[config.mk]
export PLATFORM = sky130hd
export DESIGN_NAME = instr_fetch
export DESIGN_NICKNAME = d
export VERILOG_FILES = /design/src/rtl/instr_fetch.sv
export SDC_FILE = /design/constraint.sdc
export NUM_CORES = 1
export LEC_CHECK = 0
export ABC_CLOCK_PERIOD_IN_PS = 3700
export BUFFER_PORTS_ARGS = -buffer_cell sky130_fd_sc_hd__buf_2
export CAP_MARGIN = 10
export CORE_AREA = 5 5 86 88
export DETAILED_ROUTE_END_ITERATION = 7
export DIE_AREA = 0 0 91 93
export HOLD_SLACK_MARGIN = 0.08
export PLACE_DENSITY = 0.89
export SYNTH_ARGS = -nofsm -noshare
export SYNTH_HDL_FRONTEND = slang
export SYNTH_SLANG_ARGS = --single-unit
export TNS_END_PERCENT = 30
[constraint.sdc]
create_clock -name clk -period 3.7 [get_ports clk]
set_clock_uncertainty 0.2 [all_clocks]
set_input_delay 0.555 -clock clk [delete_from_list [all_inputs] [get_ports clk]]
set_output_delay 0.555 -clock clk [all_outputs]
set_load 0.03 [all_outputs]
[src/rtl/instr_fetch.sv]
// instr_fetch -- RV32I instruction-fetch controller.
//
// Takes the current PC, runs a req/ack read against instruction memory and
// latches the returned word into the instruction register. A one-cycle
// pc_inc pulse (coincident with instr_valid) advances the PC once per
// completed fetch. Branch flushes, misaligned PCs and memory timeouts are
// handled here.
//
// Ports:
//   clk, clr            clock; asynchronous active-high reset
//   fetch_en, stall     start a fetch from IDLE unless stalled
//   flush               discard the in-flight result / clear a fault
//   pc_val              fetch address from the PC
//   mem_req, mem_addr   read request to memory (addr stable while req=1)
//   mem_ack, mem_rdata  memory response
//   instr, instr_valid  instruction register and its one-cycle valid pulse
//   pc_inc              one-cycle PC-advance pulse
//   busy                any state other than IDLE (PC disable)
//   fault               sticky misaligned-PC / timeout flag
module instr_fetch #(
    parameter int ADDR_W  = 32,
    parameter int DATA_W  = 32,
    parameter int TIMEOUT = 16
) (
    input  logic              clk,
    input  logic              clr,
    input  logic              fetch_en,
    input  logic              stall,
    input  logic              flush,
    input  logic [ADDR_W-1:0] pc_val,
    output logic              mem_req,
    output logic [ADDR_W-1:0] mem_addr,
    input  logic              mem_ack,
    input  logic [DATA_W-1:0] mem_rdata,
    output logic [DATA_W-1:0] instr,
    output logic              instr_valid,
    output logic              pc_inc,
    output logic              busy,
    output logic              fault
);

    typedef enum logic [1:0] {
        S_IDLE    = 2'd0,
        S_REQUEST = 2'd1,
        S_DONE    = 2'd2,
        S_FAULT   = 2'd3
    } state_t;

    // Wait cycles are counted from 0; the request gives up on the cycle the
    // counter sits at TIMEOUT-1, so mem_req is high for exactly TIMEOUT cycles.
    localparam logic [7:0] CNT_LAST = 8'(TIMEOUT - 1);

    state_t              state_q, state_d;
    logic                req_d;
    logic [ADDR_W-1:0]   addr_d;
    logic [DATA_W-1:0]   instr_d;
    logic                vld_d;
    logic                busy_d;
    logic                fault_d;
    logic [7:0]          cnt_q, cnt_d;
    // Set when a flush lands while the read is still outstanding; the
    // memory cannot be aborted, so the late data is thrown away instead.
    logic                drop_q, drop_d;

    always_ff @(posedge clk or posedge clr) begin
        if (clr) begin
            state_q     <= S_IDLE;
            mem_req     <= 1'b0;
            mem_addr    <= '0;
            instr       <= '0;
            instr_valid <= 1'b0;
            pc_inc      <= 1'b0;
            busy        <= 1'b0;
            fault       <= 1'b0;
            cnt_q       <= '0;
            drop_q      <= 1'b0;
        end else begin
            state_q     <= state_d;
            mem_req     <= req_d;
            mem_addr    <= addr_d;
            instr       <= instr_d;
            instr_valid <= vld_d;
            pc_inc      <= vld_d;
            busy        <= busy_d;
            fault       <= fault_d;
            cnt_q       <= cnt_d;
            drop_q      <= drop_d;
        end
    end

    always_comb begin
        state_d = state_q;
        req_d   = mem_req;
        addr_d  = mem_addr;
        instr_d = instr;
        vld_d   = 1'b0;
        fault_d = fault;
        cnt_d   = cnt_q;
        drop_d  = drop_q;

        case (state_q)
            S_IDLE: begin
                if (fetch_en && !stall) begin
                    if (pc_val[1:0] != 2'b00) begin
                        fault_d = 1'b1;
                        state_d = S_FAULT;
                    end else begin
                        addr_d  = pc_val;
                        req_d   = 1'b1;
                        cnt_d   = '0;
                        drop_d  = 1'b0;
                        state_d = S_REQUEST;
                    end
                end
            end
            S_REQUEST: begin
                if (mem_ack) begin
                    req_d = 1'b0;
                    if (!drop_q && !flush) begin
                        instr_d = mem_rdata;
                        vld_d   = 1'b1;
                        state_d = S_DONE;
                    end else begin
                        state_d = S_IDLE;
                    end
                end else begin
                    if (flush) drop_d = 1'b1;
                    if (cnt_q == CNT_LAST) begin
                        req_d   = 1'b0;
                        fault_d = 1'b1;
                        state_d = S_FAULT;
                    end else begin
                        cnt_d = cnt_q + 8'd1;
                    end
                end
            end
            S_DONE: begin
                state_d = S_IDLE;
            end
            S_FAULT: begin
                if (flush) begin
                    fault_d = 1'b0;
                    state_d = S_IDLE;
                end
            end
            default: state_d = S_IDLE;
        endcase

        busy_d = (state_d != S_IDLE);
    end

endmodule
# Word level (Yosys, flattened, before mapping)
# Cells that the tools add are included.
[word_totals] inputBits=70 reg_bits=79 output_inout_bits=69 word_cells=71
[op_classes] n_reduce_logical=16 eq_ne=13 bitwise=1 addsub=1 n_mux=31
[op_table] cell="two-way mux 8 bit" n=4
[op_table] cell="two-way mux 1 bit" n=16
[op_table] cell="inequality test 2 bit (second input constant)" n=8
[op_table] cell="case mux 8 bit (2 select lines)" n=1
[op_table] cell="two-way mux 2 bit" n=6
[op_table] cell="AND reduction 5 bit" n=2
[op_table] cell="adder 8 x 1 -> 8 bit (second input constant)" n=1
[op_table] cell="== test 8 x 4 -> 1 bit (second input constant)" n=1
[op_table] cell="case mux 2 bit (4 select lines)" n=1
[op_table] cell="AND reduction 3 bit" n=2
[op_table] cell="AND reduction 6 bit" n=1
[op_table] cell="nonzero test 2 bit" n=3
[op_table] cell="== test 2 bit (second input constant)" n=2
[op_table] cell="case mux 1 bit (2 select lines)" n=2
[op_table] cell="AND reduction 4 bit" n=1
[op_table] cell="zero test 1 bit" n=3
[op_table] cell="inequality test 3 bit (second input constant)" n=1
[op_table] cell="case mux 1 bit (3 select lines)" n=1
[op_table] cell="nonzero test 3 bit" n=1
[op_table] cell="== test 2 x 1 -> 1 bit (second input constant)" n=1
[op_table] cell="logical AND 1 bit" n=2
[op_table] cell="zero test 2 bit" n=1
[op_table] cell="inverter 1 bit" n=1

# Depth between registers and ports, before layout
[logic_depth] word_depth=6 mapped_depth=5 ltp_nobuf=4

# Least setup slack after synthesis
# No wires, ideal clock.
[synth_timing] path_kind="input to register" startpoint="input stall" endpoint="register mem_addr[10]" required_ns=3.375 setup_ns=0.125 arrival_ns=1.854 stages=4 path_buffers=1 slack_ns=1.521 path_cell_list="or4b_4 > nor2_2 > buf_4 > mux2_2"
[synth_via] elab_chain_len=3
[synth_rtl] element="start: declaration" line="28" source="input logic stall,"
[synth_rtl] element="zero test 1 bit" line="103" source="if (fetch_en && !stall) begin"
[synth_rtl] element="logical AND 1 bit" line="103"
[synth_rtl] element="AND reduction 3 bit (no source line)"
[synth_rtl] element="end signal: assignment" line="80" source="mem_addr <= addr_d;"
[synth_rtl] element="end: declaration" line="32" source="output logic [ADDR_W-1:0] mem_addr,"
# Every way passes these cells.
# A chain may end at the register's enable or synchronous reset.

# Final worst setup path
[layout_timing] startpoint="register state_q[0]" endpoint="register mem_addr[8]"
[layout_via] elab_chain_len=2
[layout_rtl] element="start: declaration" line="53" source="state_t state_q, state_d;"
[layout_rtl] element="start signal: assignment" line="78" source="state_q <= state_d;"
[layout_rtl] element="zero test 2 bit" line="101" source="case (state_q)"
[layout_rtl] element="AND reduction 3 bit (no source line)"
# Every way passes these cells.

==> run_results.csv <==
group,metric,value,unit
clock_network,tritoncts_num_sinks,79,
placed_design,gpl.final_weighted_congestion,0.879,
job,max-cap-violations,0,
final_layout,layout_cell_share_with_drive_strength_beyond_1,60.9,%
global_routing,grt_util_met1,19.4,%
clock_network,cts.reportedPaths.clkPinSlew,80,ps
timing,worst_slew_margin_rel,56.5,%
detailed_routing,dr.pass1.iters,4,
floorplanning,fp.dieH,93,µm
worst_setup_path,worstPathArrival,2550,ps
final_layout,layout.cells.non_filler,456,
detailed_routing,viasPerCell,5.25,
clock_network,numCtsBuffers,9,
timing,post-route-min-period,2530,ps
placed_design,post-dp-hpwl,5.54,mm
final_layout,highest_count_cells_in_the_layout_ignoring_fill_and_taps,"138 x sky130_fd_sc_hd__buf_2, 79 x sky130_fd_sc_hd__dfrtp_1, 62 x sky130_fd_sc_hd__mux2_2",
worst_setup_path,worstSetupEndpointType,"register",
worst_setup_path,path_cells,"or4b_4 > nor2_2 > buf_4 > mux2_2",
synthesis,post-synth-top-area-cell,"sky130_fd_sc_hd__dfrtp_1",
timing,rsz0062_at_grt,"no",
worst_setup_path,timing.critical_path.slowest_cell_delay,630,ps
timing,setup_viol,0,
pwr,power.density_cell_area,812,mW/mm²
placed_design,number_of_placed_instances_taps_included,439,
final_layout,area_growth,30.0,%
clock_network,postCtsSetupBuffers,0,
worst_setup_path,worstPathMaxFanout,30,
detailed_routing,drt_first_iter_violations,62,
pwr,cell_internal_pwr,1.98,mW
synthesis,synth.yosys.seq_area_share,61.3,%
pwr,switching_share,41.8,%
pwr,total_switching_power,1.42,mW
final_layout,multi_input_comb_area,0.00117,mm²
clock_network,cts-root-buf,"sky130_fd_sc_hd__clkbuf_8",
floorplanning,chipWidth,91,µm
final_layout,n_antenna_cell,0,
global_routing,global_route.usage.met3,6.36,%
detailed_routing,routed_wire_length_per_instance,15.7,µm
worst_setup_path,worstSetupPathType,"register to register",
global_routing,grt_first_pass_wirelength,11.9,mm
pwr,comb_power_share,42.1,%
synthesis,yosys_register_bits,79,
timing,finalMaxSlewViolations,0,
floorplanning,initial_core_util,49.1,%
worst_setup_path,critPathLaunchType,"register",
global_routing,number_of_global_route_vias_before_repair,2559,
global_routing,grtUsageTotal,17.3,%
clock_network,worstSkewPairLatency,330,ps
detailed_routing,detail_route.drc_violations,0,
final_layout,layout.cells.most_common,"sky130_fd_sc_hd__buf_2",
synthesis,post_syn_instances,227,
worst_setup_path,critPathRequiredTime,3720,ps
synthesis,synth_top_area_share,61.3,%
synthesis,netlist-cell-type-count,39,
synthesis,synth.cell_area,0.00322,mm²
synthesis,mappedNetlistNets,298,
timing,tightestPinTransition,646,ps
hold_path,worst_hold_path_type,"input pin to register",
timing,hold_viol_final,0,
floorplanning,top_level_ports,139,
clock_network,cts_max_level,3,
clock_network,post_cts_resized,0,
global_routing,global_route.usage.met2,29.9,%
clock_network,cts-hold-fix-buffers,1,
pwr,pwr-share-clk,17.0,%
synthesis,yosys-top-cells-area,"sky130_fd_sc_hd__dfrtp_1 61%, sky130_fd_sc_hd__mux2_2 22%, sky130_fd_sc_hd__o21ai_0 1.6%",
final_layout,n_fill_cell,516,
detailed_routing,routed_wl,7.18,mm
clock_network,clock_tree_from_tritoncts,"yes",
pwr,worst_ir_drop_vdd,0.000454,V
floorplanning,design.die.area,0.00846,mm²
final_layout,seqCellArea,0.00198,mm²
floorplanning,core_area,0.00657,mm²
pwr,leakagePower,2.10,nW
global_routing,maximum_number_of_pins_on_one_net_before_global_route_repair,34,
placed_design,io_buffers,138,
global_routing,top_usage_layer,"met2",
global_routing,grt.overflow.total,0,
timing,final_min_period_over_clock_period,68.3,%
synthesis,ys.warnings.count,0,
synthesis,post_synth.cell_area_avg,14.2,µm²
clock_network,clock_path_buffers,2,
worst_setup_path,crit_path_top_delay_cell,"sky130_fd_sc_hd__or4b_4",
outcome,run_status,"finished, final reports clean",
detailed_routing,vias,2394,
detailed_routing,drtAntennaViolNets,0,
final_layout,finalNetCount,442,
timing,max_freq,0.396,GHz
timing,totalNegativeSetupSlack,0,ps
floorplanning,fp-row-count,30,
pwr,seq_power_share,40.9,%
global_routing,grt_antenna_before_repair,0,
## layer usage
layer  share of wire [%]  routed length [µm]
met1                  36                2620
met2                  52                3750
met3                  10                 736
met4                 1.1                  79
met5                   0                   0
## power groups by stage
stage	logic [mW]	registers, mW	clock network [mW]
floorplan	0.392	1.99	0
global placement	1.42	1.38	0
detailed placement	1.45	1.41	0
CTS	1.45	1.39	0.595
global route	1.53	1.44	0.644
finish	1.43	1.39	0.578
## path summary, 6_finish.rpt
path                                from           end  slack, ps  cells after the start
setup / recovery              state_q[0]   mem_addr[8]       1170                      4
hold / removal             mem_rdata[23]     instr[23]        240                      2
setup reg to reg              state_q[0]   mem_addr[8]       1170                      4
hold reg to reg              mem_addr[1]   mem_addr[1]        290                      1
max in group asynchronous            clr  mem_addr[18]       2010                      4
min in group asynchronous            clr     instr[21]        570                      3
## critical path: cells and delay by family (launching register included)
family | cells | cell delay, ps
buf+inv | 1 | 400
flops | 1 | 520
simple gates | 2 | 890
mux | 1 | 390
## flip-flops by register name, indices dropped and copies added, names as in the netlist
name / flops
drop_q: 1
fault: 1
pc_inc: 1
mem_req: 1
mem_addr: 32
instr: 32
busy: 1
state_q: 2
cnt_q: 8
## synth_stat cells (all sizes together)
library cell	n
dfrtp	79
mux2	62
o21ai	10
buf	8
inv	8
nand2	7
a21oi	5
mux2i	3
nand3	3
nor2b	3
nor4	3
or4	3
a211o	2
a211oi	2
a311oi	2
and2	2
clkbuf	2
nand2b	2
nand4	2
nor2	2
nor4b	2
o211ai	2
or2	2
or3	2
or4b	2
a21boi	1
and3	1
ha	1
nand4bb	1
nor3b	1
o211a	1
o31ai	1
## cell families after synthesis
family                   synth area share [%]
flip-flops                               61.3
buffers and inverters                    2.72
multiplexers                             22.6
AND/OR/NAND/NOR                          7.84
adder cells (fa/ha/maj)                 0.388
AO/OA/AOI/OAI                            5.12
## area by class of cell
type	instances	area share [%]
sequential	79	47.2
timing repair buffer	143	17.4
inverter	8	0.746
clock buffer	11	3.61
multi-input combinational	130	27.9
clock inverter	5	0.776
tap	80	2.39
## metrics by stage
step / worst slack [ps] / area [µm²] / util (%) / hold WS, ps / power, mW
finish: 1170 / 4190 / 63.8 / 241 / 3.40
CTS: 1180 / 4190 / 63.8 / 225 / 3.44
floorplan: 922 / 3220 / - / 267 / 2.39
global placement: 1180 / 4000 / 60.8 / 267 / 2.80
detailed placement: 1120 / 4000 / 60.8 / 276 / 2.86
global route: 1080 / 4190 / 63.8 / 226 / 3.62
No activity file was read; power rests on OpenSTA's default activity.
